==> config.mk <==
export PLATFORM = sky130hd
export DESIGN_NAME = multi_motor_driver
export DESIGN_NICKNAME = d
export VERILOG_FILES = /design/src/rtl/motor_pkg.sv /design/src/rtl/motor_channel.sv /design/src/rtl/multi_motor_driver.sv
export SDC_FILE = /design/constraint.sdc
export NUM_CORES = 1
export LEC_CHECK = 0
export ABC_AREA = 1
export BUFFER_PORTS_ARGS = -buffer_cell sky130_fd_sc_hd__buf_4
export CORE_MARGIN = 3
export CORE_UTILIZATION = 55
export CTS_CLUSTER_SIZE = 24
export DETAILED_ROUTE_END_ITERATION = 12
export PLACE_DENSITY_LB_ADDON = 0.1
export SETUP_SLACK_MARGIN = 0.4
export SLEW_MARGIN = 15
export SYNTH_ARGS = -nofsm -noshare
export SYNTH_HDL_FRONTEND = slang
export SYNTH_SLANG_ARGS = --single-unit
==> constraint.sdc <==
create_clock -name cclk -period 9.9 [get_ports cclk]
set_input_delay 0.99 -clock cclk [delete_from_list [all_inputs] [get_ports cclk]]
set_output_delay 0.99 -clock cclk [all_outputs]
set_load 0.005 [all_outputs]
==> src/rtl/motor_pkg.sv <==
`default_nettype none
// ============================================================================
// Module : motor_pkg
// Brief  : Shared channel FSM encoding and PWM full-scale helper for the
//          multi-channel motor driver.
// Rev    : 1.0 - initial release
// ============================================================================
package motor_pkg;

  typedef enum logic [1:0] {
    ST_IDLE = 2'd0,
    ST_RUN  = 2'd1,
    ST_DEAD = 2'd2
  } motor_state_t;

  // Full-scale duty for a signed velocity of vel_w bits.
  function automatic int unsigned motor_maxd(input int unsigned vel_w);
    return (32'd1 << (vel_w - 32'd1)) - 32'd1;
  endfunction

  localparam int unsigned C_DEFAULT_VEL_W = 8;
  localparam int unsigned C_DEFAULT_MAXD  = (1 << (C_DEFAULT_VEL_W - 1)) - 1;

endpackage
`default_nettype wire

==> src/rtl/motor_channel.sv <==
`default_nettype none
// ============================================================================
// Module : motor_channel
// Brief  : One H-bridge channel: velocity magnitude/sign, IDLE/RUN/DEAD FSM,
//          duty register with optional slew (SLEW_LIMIT_EN), ena/dir flops.
// Rev    : 1.0 - initial release
// ============================================================================
module motor_channel
  import motor_pkg::*;
#(
  parameter int VEL_W     = 8,
  parameter int DEADTIME  = 2,
  parameter int SLEW_STEP = 8
) (
  input  logic             cclk,
  input  logic             rst,
  input  logic             boundary,
  input  logic             enable,
  input  logic [VEL_W-1:0] velocity,
  input  logic [VEL_W-2:0] pwm_cnt,
  output logic             ena,
  output logic             dir
);

  localparam int                C_PW      = VEL_W - 1;
  localparam int unsigned       C_MAXD_I  = motor_maxd(VEL_W);
  localparam logic [C_PW-1:0]   C_MAXD    = C_PW'(C_MAXD_I);
  localparam int                C_DT_W    = (DEADTIME > 1) ? $clog2(DEADTIME) : 1;
  localparam logic [C_DT_W-1:0] C_DT_LOAD = C_DT_W'(DEADTIME - 1);
`ifdef SLEW_LIMIT_EN
  localparam int unsigned       C_STEP    = SLEW_STEP;
`else
  // A step of at least MAXD reaches any target within one period.
  localparam int unsigned       C_STEP    = (SLEW_STEP > C_MAXD_I) ? SLEW_STEP : C_MAXD_I;
`endif

  motor_state_t      r_state, w_state_nxt;
  logic [C_PW-1:0]   r_duty, w_duty_nxt, w_duty_step;
  logic [C_DT_W-1:0] r_dt, w_dt_nxt;
  logic              r_dir, w_dir_nxt;
  logic              r_ena;
  logic              w_neg, w_req, w_rev;
  logic [VEL_W-1:0]  w_negv;
  logic [C_PW-1:0]   w_mag;

  function automatic logic [C_PW-1:0] f_move(input logic [C_PW-1:0] cur,
                                             input logic [C_PW-1:0] tgt);
    logic [31:0] c, t;
    c = 32'(cur);
    t = 32'(tgt);
    if (t > c) f_move = (t - c > C_STEP) ? C_PW'(c + C_STEP) : tgt;
    else       f_move = (c - t > C_STEP) ? C_PW'(c - C_STEP) : tgt;
  endfunction

  // The most-negative code has no positive twin; it saturates to full scale.
  assign w_neg  = velocity[VEL_W-1];
  assign w_negv = -velocity;
  assign w_mag  = !w_neg ? velocity[C_PW-1:0]
                         : (w_negv[VEL_W-1] ? C_MAXD : w_negv[C_PW-1:0]);
  assign w_req  = enable && (w_mag != '0);
  assign w_rev  = w_req && (w_neg != r_dir);

  always_comb begin
    w_state_nxt = r_state;
    w_duty_nxt  = r_duty;
    w_dir_nxt   = r_dir;
    w_dt_nxt    = r_dt;
    w_duty_step = f_move(r_duty, (w_req && !w_rev) ? w_mag : '0);
    if (boundary) begin
      unique case (r_state)
        ST_IDLE: begin
          w_duty_nxt = '0;
          if (w_rev) begin
            w_state_nxt = ST_DEAD;
            w_dir_nxt   = w_neg;
            w_dt_nxt    = C_DT_LOAD;
          end else if (w_req) begin
            w_state_nxt = ST_RUN;
            w_duty_nxt  = w_duty_step;
          end
        end
        ST_RUN: begin
          if (!enable) begin
            w_state_nxt = ST_IDLE;
            w_duty_nxt  = '0;
          end else begin
            w_duty_nxt = w_duty_step;
            // Leave RUN only once the applied duty has reached zero.
            if (w_duty_step == '0) begin
              if (w_rev) begin
                w_state_nxt = ST_DEAD;
                w_dir_nxt   = w_neg;
                w_dt_nxt    = C_DT_LOAD;
              end else begin
                w_state_nxt = ST_IDLE;
              end
            end
          end
        end
        ST_DEAD: begin
          w_duty_nxt = '0;
          if (w_rev) begin
            w_dir_nxt = w_neg;
            w_dt_nxt  = C_DT_LOAD;
          end else if (r_dt == '0) begin
            if (w_req) begin
              w_state_nxt = ST_RUN;
              w_duty_nxt  = w_duty_step;
            end else begin
              w_state_nxt = ST_IDLE;
            end
          end else begin
            w_dt_nxt = r_dt - C_DT_W'(1);
          end
        end
        default: begin
          w_state_nxt = ST_IDLE;
          w_duty_nxt  = '0;
        end
      endcase
    end
  end

  always_ff @(posedge cclk) begin
    if (rst) begin
      r_state <= ST_IDLE;
      r_duty  <= '0;
      r_dt    <= '0;
      r_dir   <= 1'b0;
      r_ena   <= 1'b0;
    end else begin
      r_state <= w_state_nxt;
      r_duty  <= w_duty_nxt;
      r_dt    <= w_dt_nxt;
      r_dir   <= w_dir_nxt;
      r_ena   <= (w_state_nxt == ST_RUN) && (pwm_cnt < w_duty_nxt);
    end
  end

  assign ena = r_ena;
  assign dir = r_dir;

endmodule
`default_nettype wire

==> src/rtl/multi_motor_driver.sv <==
`default_nettype none
// ============================================================================
// Module : multi_motor_driver
// Brief  : N-channel signed-velocity PWM H-bridge driver with a shared PWM
//          timebase. Optional duty slew limiting via SLEW_LIMIT_EN.
// Rev    : 1.0 - initial release
// ============================================================================
module multi_motor_driver
  import motor_pkg::*;
#(
  parameter int N_CH      = 2,
  parameter int VEL_W     = 8,
  parameter int PRESCALE  = 1,
  parameter int DEADTIME  = 2,
  parameter int SLEW_STEP = 8
) (
  input  logic                  cclk,
  input  logic                  rst,
  input  logic [N_CH*VEL_W-1:0] velocity,
  input  logic                  enable,
  output logic [N_CH-1:0]       ena,
  output logic [N_CH-1:0]       dir,
  output logic                  period_start
);

  localparam int                C_PW       = VEL_W - 1;
  localparam logic [C_PW-1:0]   C_CNT_LAST = C_PW'(motor_maxd(VEL_W) - 1);
  localparam int                C_PS_W     = (PRESCALE > 1) ? $clog2(PRESCALE) : 1;
  localparam logic [C_PS_W-1:0] C_PS_LAST  = C_PS_W'(PRESCALE - 1);

  logic [C_PS_W-1:0] r_prescaler;
  logic [C_PW-1:0]   r_pwm_cnt;
  logic              r_period_start;
  logic              w_boundary;

  assign w_boundary = (r_prescaler == '0) && (r_pwm_cnt == '0);

  always_ff @(posedge cclk) begin
    if (rst) begin
      r_prescaler    <= '0;
      r_pwm_cnt      <= '0;
      r_period_start <= 1'b0;
    end else begin
      r_period_start <= w_boundary;
      if (r_prescaler == C_PS_LAST) begin
        r_prescaler <= '0;
        r_pwm_cnt   <= (r_pwm_cnt == C_CNT_LAST) ? '0 : r_pwm_cnt + 1'b1;
      end else begin
        r_prescaler <= r_prescaler + 1'b1;
      end
    end
  end

  assign period_start = r_period_start;

  for (genvar g = 0; g < N_CH; g++) begin : g_ch
    motor_channel #(
      .VEL_W    (VEL_W),
      .DEADTIME (DEADTIME),
      .SLEW_STEP(SLEW_STEP)
    ) u_ch (
      .cclk    (cclk),
      .rst     (rst),
      .boundary(w_boundary),
      .enable  (enable),
      .velocity(velocity[g*VEL_W +: VEL_W]),
      .pwm_cnt (r_pwm_cnt),
      .ena     (ena[g]),
      .dir     (dir[g])
    );
  end

endmodule
`default_nettype wire

==> run summary <==
The critical path contains buffers and inverters numbering 6 combined. The critical path is of the in -> reg type. Ranked by total cell area, the synthesized netlist is headed by sky130_fd_sc_hd__dfxtp_1 16%, sky130_fd_sc_hd__ha_1 16%, sky130_fd_sc_hd__nand2_1 15%. The worst setup skew after layout came out at 5.24 ps. Counting flops with an async set or reset pin after synthesis yields a share of 0%. Setup violations remaining at the end of the flow were counted as 0.

For this run, the top clock speed supported by timing is 0.206 GHz. After legalization and detailed placement, the total HPWL measured 7.97 mm. The row count is 31. In the global route stage, overall resource usage came out at a little under a quarter. The path class of the tightest hold or removal check is reg -> reg. The largest buffer count on any clock path came out at 2. The number of hold-slack violations in the final timing report is 0. The required time reported for the critical path endpoint came out at 10120 ps.

The count of nets left with antenna violations after detail routing is 0. A synthesized cell averages between 6 and 7 µm². The first global-routing pass estimated between 15 and 20 mm of wire.

The synthesized netlist net count came out at 727. The worst setup path is launched from an input pin. The initial antenna violation count is 0. The arrival time at the worst endpoint is between 5000 and 6000 ps.

The synthesized design contains 33 register bits. The critical path's most frequent cell is sky130_fd_sc_hd__nand2_1. The headroom to the max-slew limit came out at 63.1%.

The total inserted antenna cells is 0. The DRC marker count from the first detailed-route iteration is 241. The commonest cells after synthesis are 168 x sky130_fd_sc_hd__nand2_1, 94 x sky130_fd_sc_hd__inv_1, 64 x sky130_fd_sc_hd__nor2_1, 52 x sky130_fd_sc_hd__ha_1, 49 x sky130_fd_sc_hd__nand3_1. The post-cts resize count came out at 0. The leakage dissipation is 0.00238 µW. The number of standard cells after synthesis is around 660.

Dividing total power by cell area gives a power density of 132 nW/µm². The slowest stage of the critical path is the sky130_fd_sc_hd__nor2_1 cell. The clock network latency to the later pin of the worst-skew pair came out at 290 ps.

The largest incremental delay on the critical path came out at 300 ps. TritonCTS built the clock tree. Entering global routing, the biggest net connects 23 pins. Counting distinct cell types in the post-synthesis netlist gives 43. The endpoint kind of the worst setup timing path is a flop. The number of buffers inserted for hold repair after clock tree synthesis came out at 0. The dominant delay contributor by cell family on the critical path is simple AND/OR/NAND/NOR gates.

After detailed routing, the number of remaining DRC violations is 0. The tree is rooted in a sky130_fd_sc_hd__clkbuf_8. Setup repair after global routing left no endpoint under its margin.

The number of warnings issued by yosys came out at 0. The count of maximum capacitance violations is 0. Using the TritonRoute via totals, the vias-per-cell ratio works out to 5.35. The number of max-slew violations in the final report came out at 0.

The sum of negative setup slack is 0 ps. The run finished with clean final reports. Along the worst path, the maximum fanout reaches 9. IR analysis of the VDD net gives a maximum drop of between 0.00007 and 0.00008 V.

The core outline area is 7330 µm². The number of levels the H-tree was split into is 2. The via count of the first global-routing pass came to 3575. Of the available clock period, the critical path in the final layout requires about half. The die covers 8690 µm². The clock-pin slew reported for the worst setup and hold paths after clock tree synthesis came out at 70 ps.

The sum of routed wire length over all layers is 9.74 mm. The worst-margin pin slew is 551 ps. The pre-CTS setup slack came out at 4850 ps. From synthesis to final layout, the design area changed by 8.05%. The count of flip-flops with a built-in enable after synthesis came out at 0. The final estimated routing congestion in global placement came out at 0.951. The detailed-route wire length per cell came out at 12.6 µm. The die height came out at 93.2 µm. For this run, the leading register cell type out of synthesis is sky130_fd_sc_hd__dfxtp_1. The total number of vias is 4133. The least setup slack across all paths after layout came out at 5040 ps. The number of CTS-inserted buffers came out at 5. The time the worst path needs with I/O delays and setup is a little under 5000 ps. The area of the mapped netlist came out at 4180 µm². Cells with a size suffix above 1 make up 12.3% of the layout. The initial utilization of the core area, before any placement, comes to 57.1%. The count of placed standard cells in the final layout, fillers left out came out at 773.

The sequential area share after synthesis came out at 15.8%. The count of buffers inserted at the top-level ports is 23. The dominant cell type by area after synthesis is sky130_fd_sc_hd__dfxtp_1. The number of buffers inserted to repair setup after CTS came out at 0.

The die is 93.2 µm wide. The number of nets in the layout came out at 744. During I/O placement, the number of pins put on the boundary was 24. The number of placed instances, taps included, is 765. The area share of the leading cell type in the synthesized netlist came out at approximately 16%. sky130_fd_sc_hd__nand2_1 is the most common cell in the netlist. The overall overflow remaining after global route came out at 0. The number of detailed-routing iterations run before antenna repair is 5. The tree built by TritonCTS fans out to 33 sinks.
cell type report:
type                            count  area, µm²
Timing Repair Buffer               23        173
Sequential cell                    33        661
Fill cell                         683       2810
Inverter                          100        375
Clock inverter                      2       37.5
Multi-Input combinational cell    510       3070
Tap cell                           99        124
Clock buffer                        6       82.6
cell usage in the layout (no fill, tap or decap), types with 2 or more instances in the layout:
cell	instances
sky130_fd_sc_hd__ha_1	52
sky130_fd_sc_hd__nand2_2	5
sky130_fd_sc_hd__xnor2_1	3
sky130_fd_sc_hd__o21ai_0	16
sky130_fd_sc_hd__nand3_2	3
sky130_fd_sc_hd__a21oi_1	40
sky130_fd_sc_hd__a21o_1	2
sky130_fd_sc_hd__nand2_1	168
sky130_fd_sc_hd__a211oi_1	4
sky130_fd_sc_hd__a31oi_1	3
sky130_fd_sc_hd__nor2_2	14
sky130_fd_sc_hd__nor2_4	2
sky130_fd_sc_hd__nor2_1	64
sky130_fd_sc_hd__buf_4	23
sky130_fd_sc_hd__inv_1	94
sky130_fd_sc_hd__a22oi_1	11
sky130_fd_sc_hd__nand3b_1	4
sky130_fd_sc_hd__nand4_1	8
sky130_fd_sc_hd__o21a_1	3
sky130_fd_sc_hd__nor3_1	11
sky130_fd_sc_hd__clkbuf_8	6
sky130_fd_sc_hd__o21ai_1	3
sky130_fd_sc_hd__xor2_1	17
sky130_fd_sc_hd__nor3b_1	2
sky130_fd_sc_hd__dfxtp_1	33
sky130_fd_sc_hd__nand3_1	49
sky130_fd_sc_hd__nand4_2	11
sky130_fd_sc_hd__a21oi_4	2
sky130_fd_sc_hd__nand3_4	3
sky130_fd_sc_hd__inv_2	5
final timing paths:
kind / startpoint / end / slack (ps) / cells after the start
max: velocity[0] / g_ch[0].u_ch.ena$_SDFF_PP0_ / 5040 / 31
min: g_ch[0].u_ch.r_dt$_SDFFE_PP0P_ / g_ch[0].u_ch.r_dt$_SDFFE_PP0P_ / 480 / 2
min reg2reg: g_ch[0].u_ch.r_dt$_SDFFE_PP0P_ / g_ch[0].u_ch.r_dt$_SDFFE_PP0P_ / 480 / 2
max reg2reg: g_ch[0].u_ch.dir$_SDFFE_PP0P_ / g_ch[0].u_ch.ena$_SDFF_PP0_ / 6070 / 23
routing by layer:
layer | up-vias | track usage, % | share of wire [%]
li1 | 2155 | - | -
met1 | 1848 | 35.3 | 51
met2 | 121 | 34.0 | 43
met3 | 9 | 2.82 | 6.2
met4 | 0 | 4.03 | 0.63
met5 | - | 0 | 0
report_power, final:
part	internal [µW]	leakage (µW)	switching (µW)	total (µW)
sequential	139	0.000268	9.04	148
clock	81.8	0.0000574	51.1	133
combinational	110	0.00206	207	317
total	331	0.00238	267	598
worst min-delay path: stages, from the launching register on:
cell	delay [ps]
sky130_fd_sc_hd__dfxtp_1	310
sky130_fd_sc_hd__nand2_1	60
sky130_fd_sc_hd__a21oi_1	50
metrics by stage:
stage	power (µW)	utilization, %	instance area (µm²)	hold slack, ps
after global placement	460	60.0	4400	456
after global routing	652	61.6	4520	510
after CTS	597	61.6	4520	475
after floorplan	400	-	4180	444
after detailed placement	461	60.0	4400	465
final	598	61.6	4520	477
registers in the layout (all words and copies together) (netlist names):
name and count:
g_ch.u_ch.r_duty 14, r_pwm_cnt 7, g_ch.u_ch.r_state 4, g_ch.u_ch.dir 2
g_ch.u_ch.ena 2, g_ch.u_ch.r_dt 2, period_start 1, r_prescaler 1
logic make-up after synthesis:
| logic type | synth area share (%) |
|---|---|
| AO/OA/AOI/OAI | 12.5 |
| XOR/XNOR | 5.24 |
| adder cells (fa/ha/maj) | 15.6 |
| buffers and inverters | 10.9 |
| flip-flops | 15.8 |
| other | 0.0897 |
| AND/OR/NAND/NOR | 40.0 |
No activity file was read; power rests on OpenSTA's default activity.
